<file path="config.mk">
export PLATFORM = sky130hd
export DESIGN_NAME = collision_event_manager
export DESIGN_NICKNAME = d
export VERILOG_FILES = /design/src/rtl/collision_event_manager.sv
export SDC_FILE = /design/constraint.sdc
export NUM_CORES = 1
export LEC_CHECK = 0
export BUFFER_PORTS_ARGS = -buffer_cell sky130_fd_sc_hd__buf_2
export CORE_MARGIN = 2
export CORE_UTILIZATION = 35
export DETAILED_ROUTE_END_ITERATION = 12
export SKIP_CTS_REPAIR_TIMING = 1
export SYNTH_ARGS = -nofsm -noshare
export SYNTH_HDL_FRONTEND = slang
export SYNTH_SLANG_ARGS = --single-unit
</file>
<file path="constraint.sdc">
create_clock -name clk -period 3 [get_ports clk]
set_input_delay 0.6 -clock clk [delete_from_list [all_inputs] [get_ports clk]]
set_output_delay 0.6 -clock clk [all_outputs]
set_load 0.05 [all_outputs]
</file>
<file path="src/rtl/collision_event_manager.sv">
// Folds per-pixel collision strobes into sticky per-frame events and, on each
// frame boundary, advances score, lives, level and the top-level game state.
module collision_event_manager #(
   parameter int INIT_LIVES      = 3,
   parameter int POINTS_PER_KILL = 10,
   parameter int SCORE_MAX       = 9999,
   parameter int INVULN_FRAMES   = 60,
   parameter int CLEAR_FRAMES    = 90,
   parameter int MAX_LEVEL       = 7
) (
   input  logic        clk,
   input  logic        reset,
   input  logic        startOfFrame,
   input  logic        startGame,
   input  logic [1:0]  alienHit,
   input  logic        playerHitByAlienPulse,
   input  logic [2:0]  playerHitByRocket,
   input  logic        aliensReachedBorder,
   input  logic        aliensCleared,
   output logic [2:0]  gameState,
   output logic [13:0] score,
   output logic [1:0]  lives,
   output logic [2:0]  level,
   output logic        playerInvulnerable,
   output logic        playerExplodePulse,
   output logic        levelUpPulse,
   output logic        restartPulse
);

   localparam int CNT_MAX = (INVULN_FRAMES > CLEAR_FRAMES) ? INVULN_FRAMES : CLEAR_FRAMES;
   localparam int CNT_W   = $clog2(CNT_MAX + 1);

   typedef enum logic [2:0] {
      S_IDLE        = 3'd0,
      S_PLAYING     = 3'd1,
      S_HIT         = 3'd2,
      S_LEVEL_CLEAR = 3'd3,
      S_GAME_OVER   = 3'd4
   } state_t;

   state_t             r_state, w_state;
   logic [13:0]        r_score, w_score;
   logic [1:0]         r_lives, w_lives;
   logic [2:0]         r_level, w_level;
   logic [CNT_W-1:0]   r_frame_cnt, w_frame_cnt;
   logic [1:0]         r_kill_flag, w_kill_flag;
   logic               r_hit_flag, w_hit_flag;
   logic               r_border_flag, w_border_flag;
   logic               r_invuln, w_invuln;
   logic               r_explode, w_explode;
   logic               r_level_up, w_level_up;
   logic               r_restart, w_restart;
   logic [1:0]         w_kills;
   logic               w_hit_now;

   // Sum is formed one bit wider than the score so the ceiling compare cannot wrap.
   function automatic logic [13:0] sat_score(input logic [13:0] cur, input logic [1:0] kills);
      logic [14:0] sum;
      sum = {1'b0, cur} + (15'(kills) * 15'(POINTS_PER_KILL));
      if (sum > 15'(SCORE_MAX)) return 14'(SCORE_MAX);
      return sum[13:0];
   endfunction

   function automatic logic [2:0] sat_level(input logic [2:0] cur);
      if (cur >= 3'(MAX_LEVEL)) return 3'(MAX_LEVEL);
      return cur + 3'd1;
   endfunction

   function automatic logic [1:0] dec_lives(input logic [1:0] cur);
      if (cur == 2'd0) return 2'd0;
      return cur - 2'd1;
   endfunction

   assign w_kills   = {1'b0, r_kill_flag[1]} + {1'b0, r_kill_flag[0]};
   assign w_hit_now = (|playerHitByRocket) | playerHitByAlienPulse;

   always_ff @(posedge clk) begin
      if (reset) begin
         r_state       <= S_IDLE;
         r_score       <= '0;
         r_lives       <= '0;
         r_level       <= 3'd1;
         r_frame_cnt   <= '0;
         r_kill_flag   <= '0;
         r_hit_flag    <= 1'b0;
         r_border_flag <= 1'b0;
         r_invuln      <= 1'b0;
         r_explode     <= 1'b0;
         r_level_up    <= 1'b0;
         r_restart     <= 1'b0;
      end else begin
         r_state       <= w_state;
         r_score       <= w_score;
         r_lives       <= w_lives;
         r_level       <= w_level;
         r_frame_cnt   <= w_frame_cnt;
         r_kill_flag   <= w_kill_flag;
         r_hit_flag    <= w_hit_flag;
         r_border_flag <= w_border_flag;
         r_invuln      <= w_invuln;
         r_explode     <= w_explode;
         r_level_up    <= w_level_up;
         r_restart     <= w_restart;
      end
   end

   always_comb begin
      w_state     = r_state;
      w_score     = r_score;
      w_lives     = r_lives;
      w_level     = r_level;
      w_frame_cnt = r_frame_cnt;
      w_explode   = 1'b0;
      w_level_up  = 1'b0;
      w_restart   = 1'b0;

      // Frame boundary reloads the flags so an event in the SOF cycle belongs to the new frame.
      if (startOfFrame) begin
         w_kill_flag   = alienHit;
         w_hit_flag    = w_hit_now;
         w_border_flag = aliensReachedBorder;
      end else begin
         w_kill_flag   = r_kill_flag | alienHit;
         w_hit_flag    = r_hit_flag | w_hit_now;
         w_border_flag = r_border_flag | aliensReachedBorder;
      end

      case (r_state)
         S_IDLE, S_GAME_OVER: begin
            if (startGame) begin
               w_state     = S_PLAYING;
               w_score     = '0;
               w_lives     = 2'(INIT_LIVES);
               w_level     = 3'd1;
               w_frame_cnt = '0;
               w_restart   = 1'b1;
            end
         end
         S_PLAYING: begin
            if (startOfFrame) begin
               w_score = sat_score(r_score, w_kills);
               if (r_border_flag) begin
                  w_lives = 2'd0;
                  w_state = S_GAME_OVER;
               end else if (r_hit_flag) begin
                  w_lives   = dec_lives(r_lives);
                  w_explode = 1'b1;
                  if (dec_lives(r_lives) == 2'd0) begin
                     w_state = S_GAME_OVER;
                  end else begin
                     w_state     = S_HIT;
                     w_frame_cnt = CNT_W'(INVULN_FRAMES);
                  end
               end else if (aliensCleared) begin
                  w_state     = S_LEVEL_CLEAR;
                  w_frame_cnt = CNT_W'(CLEAR_FRAMES);
               end
            end
         end
         S_HIT: begin
            if (startOfFrame) begin
               w_score = sat_score(r_score, w_kills);
               if (r_border_flag) begin
                  w_lives = 2'd0;
                  w_state = S_GAME_OVER;
               end else if (r_frame_cnt <= CNT_W'(1)) begin
                  w_frame_cnt = '0;
                  w_state     = S_PLAYING;
               end else begin
                  w_frame_cnt = r_frame_cnt - CNT_W'(1);
               end
            end
         end
         S_LEVEL_CLEAR: begin
            if (startOfFrame) begin
               w_score = sat_score(r_score, w_kills);
               if (r_frame_cnt <= CNT_W'(1)) begin
                  w_frame_cnt = '0;
                  w_level     = sat_level(r_level);
                  w_level_up  = 1'b1;
                  w_state     = S_PLAYING;
               end else begin
                  w_frame_cnt = r_frame_cnt - CNT_W'(1);
               end
            end
         end
         default: w_state = S_IDLE;
      endcase

      w_invuln = (w_state == S_HIT);
   end

   assign gameState          = r_state;
   assign score              = r_score;
   assign lives              = r_lives;
   assign level              = r_level;
   assign playerInvulnerable = r_invuln;
   assign playerExplodePulse = r_explode;
   assign levelUpPulse       = r_level_up;
   assign restartPulse       = r_restart;

endmodule

</file>
==> out/metrics.cfg <==
[status]
status = finished clean

[power_and_ir_drop]
pwr-share-comb_pct = 23.3
clockPowerShare_pct = 34.5
p_int_w = 0.000896
sequentialPowerShare_pct = 42.2
p_sw_w = 0.000404
peakVddDrop_mv = 0.255
p_per_area_nw_per_um2 = 434
switching_share_pct = 31.1
power.leakage_nw = 1.21

[detailed_routing]
viasPerCell = 5.59
wl_um = 6690
drc = 0
first_pass_iters = 4
drt_iter0_drc = 201
ant_nets = 0
via_count = 2550
avgRoutedWirePerCell_um = 14.7

[cells_and_area]
syn_to_final_growth_pct = 21.4
diodes = 0
fin_area_um2 = 3000
fin_cells = 456
fillers = 664
finish.utilization_pct = 44.1
nets = 380
drive_gt1_share_pct = 24.2

[synth]
synth_edf_count = 0
synth.distinct_cells = 64
ys_seq_area_share_pct = 30.0
netlist.top_cell.by_area = dfxtp_1
ys_top_cells_by_count = 41 x nor2_1, 37 x dfxtp_1, 25 x a21oi_1, 23 x o21ai_0, 21 x nand2_1
synth_top_area_share_pct = 30.0
synthFlopType = dfxtp_1
async_flop_share_pct = 0
yosysWarnings = 0
ys_seq_elements = 37
synthTopCellsByArea = dfxtp_1 30%, nor2_1 6.2%, a21oi_1 5.1%
syn_nets = 331
syn_inst = 310
syn_area_um2 = 2470
avgSynthCellArea_um2 = 7.96
yosysMostFrequentCell = nor2_1

[timing]
whs_ns = 0.466
timing.fmax_ghz = 0.350
slew_viol_final = 0
layout_min_cycle_time_ns = 2.86
fin_crit_sh_pct = 95.2
relSlewSlack_pct = 60.0
worstMarginPinSlew_ns = 0.596
skew_ns = 0.00482
hold_viol_final = 0
grt_setup_unrepaired = false
finalSetupViolations = 0

[global_routing]
grt.met3_usage_pct = 2.92
grt_pass1_wl_um = 10900
grt_max_degree = 32
antenna_found_initial = 0
groute.layer.met2.usage_pct = 27.2
overflow = 0
top_usage_layer = met2
grt_pass1_vias = 2331
grt_use_met1_pct = 24.5
globalRouteTotalUtil_pct = 17.6

[die]
start_util_pct = 36.3
dieArea_um2 = 7740
ios = 38
row_count = 30
die_x_um = 88.0
core_um2 = 6790
die_height_um = 88.0

[cts]
cts_tree = done
clockRootBuffer = clkbuf_8
clock_sinks = 37
cts-buffers-inserted = 5
clockBufferDepth = 2
clk_pin_slew_ns = 0.07
clkLatencyLatePin_ns = 0.29
cts_max_level = 2

[worst_setup_path]
rr_endpoint = score[11]
r2r_start = r_kill_flag[0]
start_kind = flop
endpoint_kind = flop
rr_worst_depth = 13
cp_max_fo = 6
r2r_setup_slack_ns = 0.14
cp.arrival_ns = 3.07
crit_required_ns = 3.22
worst-setup-path-type = reg -> reg

[place]
port_buffers = 37
placed_area_um2 = 2780
dp_cells = 443
dpl.hpwl_um = 4730
gp_congestion = 0.937

[min_path]
hp-start = score[0]
min_to = score[0]
hp-class = reg -> reg
hold_depth = 2

[flow_run]
maxCapViolCount = 0

==> power groups by stage <==
stage / combinational [W] / sequential, W / clock, W
after floorplan: 0.000187 / 0.000585 / 0
after global placement: 0.000285 / 0.000559 / 0
after detailed placement: 0.000288 / 0.000558 / 0
after CTS: 0.000289 / 0.000547 / 0.000468
after global routing: 0.000339 / 0.000554 / 0.000483
final: 0.000302 / 0.000549 / 0.000449
==> worst max-delay path, stage by stage, from the launching register on <==
cell       delay, ns
dfxtp_1         0.40
ha_4            0.25
ha_4            0.17
ha_1            0.18
a21oi_1         0.14
buf_4           0.18
o21ai_2         0.10
a31oi_2         0.24
nor2_1          0.06
and4_4          0.21
a2111oi_4       0.35
nor2_2          0.12
or2_0           0.23
a31oi_1         0.17
==> area by class of cell <==
type	count	area (um2)	area share, %
Timing Repair Buffer	54	313	10.4
Clock inverter	1	30.0	1.00
Multi-Input combinational cell	248	1660	55.3
Clock buffer	7	86.3	2.88
Tap cell	96	120	4.01
Sequential cell	37	741	24.7
Inverter	13	48.8	1.63
==> per-layer routing <==
| metal | up-vias | routed length, um |
|---|---|---|
| li1 | 1255 | - |
| met1 | 1187 | 3080 |
| met2 | 89 | 3020 |
| met3 | 19 | 393 |
| met4 | 0 | 196 |
| met5 | - | 0 |
==> layout by cell type, fill, tap and decap left out, types with 2 or more instances in the layout <==
cell type	n
nor2_1	41
dfxtp_1	37
buf_2	37
a21oi_1	25
o21ai_0	23
nand2_1	21
buf_4	17
inv_1	12
a211oi_1	9
a31oi_1	8
nor3_1	7
nand2b_1	7
a21o_1	6
nand3_1	6
ha_1	6
clkbuf_8	6
and3_1	5
nand4_1	5
and2_1	4
nand3b_1	4
a31o_2	4
or3_1	3
mux2i_1	3
o221ai_1	3
a311oi_1	3
a22oi_1	3
o22ai_1	3
ha_4	3
nor4_1	2
a21boi_0	2
o21a_1	2
o211ai_2	2
a21oi_4	2
and4_4	2
o311a_1	2
xnor2_1	2
==> stage by stage <==
step	total power (W)	setup slack [ns]	TNS (ns)
after global routing	0.00138	0.0116	0
after global placement	0.000844	0.0163	0
after CTS	0.00130	-0.0588	-0.150
final	0.00130	0.144	0
after floorplan	0.000772	0.193	0
after detailed placement	0.000846	-0.0343	-0.0630
==> worst max path at each step <==
stage | startpoint | to | slack, ns | cells after the start
final | r_kill_flag[0] | score[11] | 0.14 | 13
after global routing | r_kill_flag[1] | score[11] | 0.01 | 13
after CTS | r_kill_flag[0] | score[9] | -0.06 | 11
after detailed placement | r_kill_flag[0] | score[9] | -0.03 | 11
after global placement | r_kill_flag[0] | score[6] | 0.02 | 11
after floorplan | score[1] | score[11] | 0.19 | 11
==> state kept, by name (all words and copies together), names as in the netlist, 2 cells and up <==
signal	cells
lives	2
r_frame_cnt	7
gameState	3
r_kill_flag	2
score	14
level	3
==> cell families (layout without fill, tap and decap cells) <==
| group | after synthesis | in the layout | share of synthesized area [%] |
|---|---|---|---|
| flops | 37 | 37 | 30.0 |
| compound gates | 111 | 112 | 31.8 |
| simple gates | 120 | 120 | 25.4 |
| mux | 3 | 3 | 1.22 |
| buf+inv | 26 | 75 | 5.58 |
| fa+ha+maj | 9 | 9 | 4.56 |
| xor+xnor | 4 | 4 | 1.42 |
No activity file was read; power rests on OpenSTA's default activity.
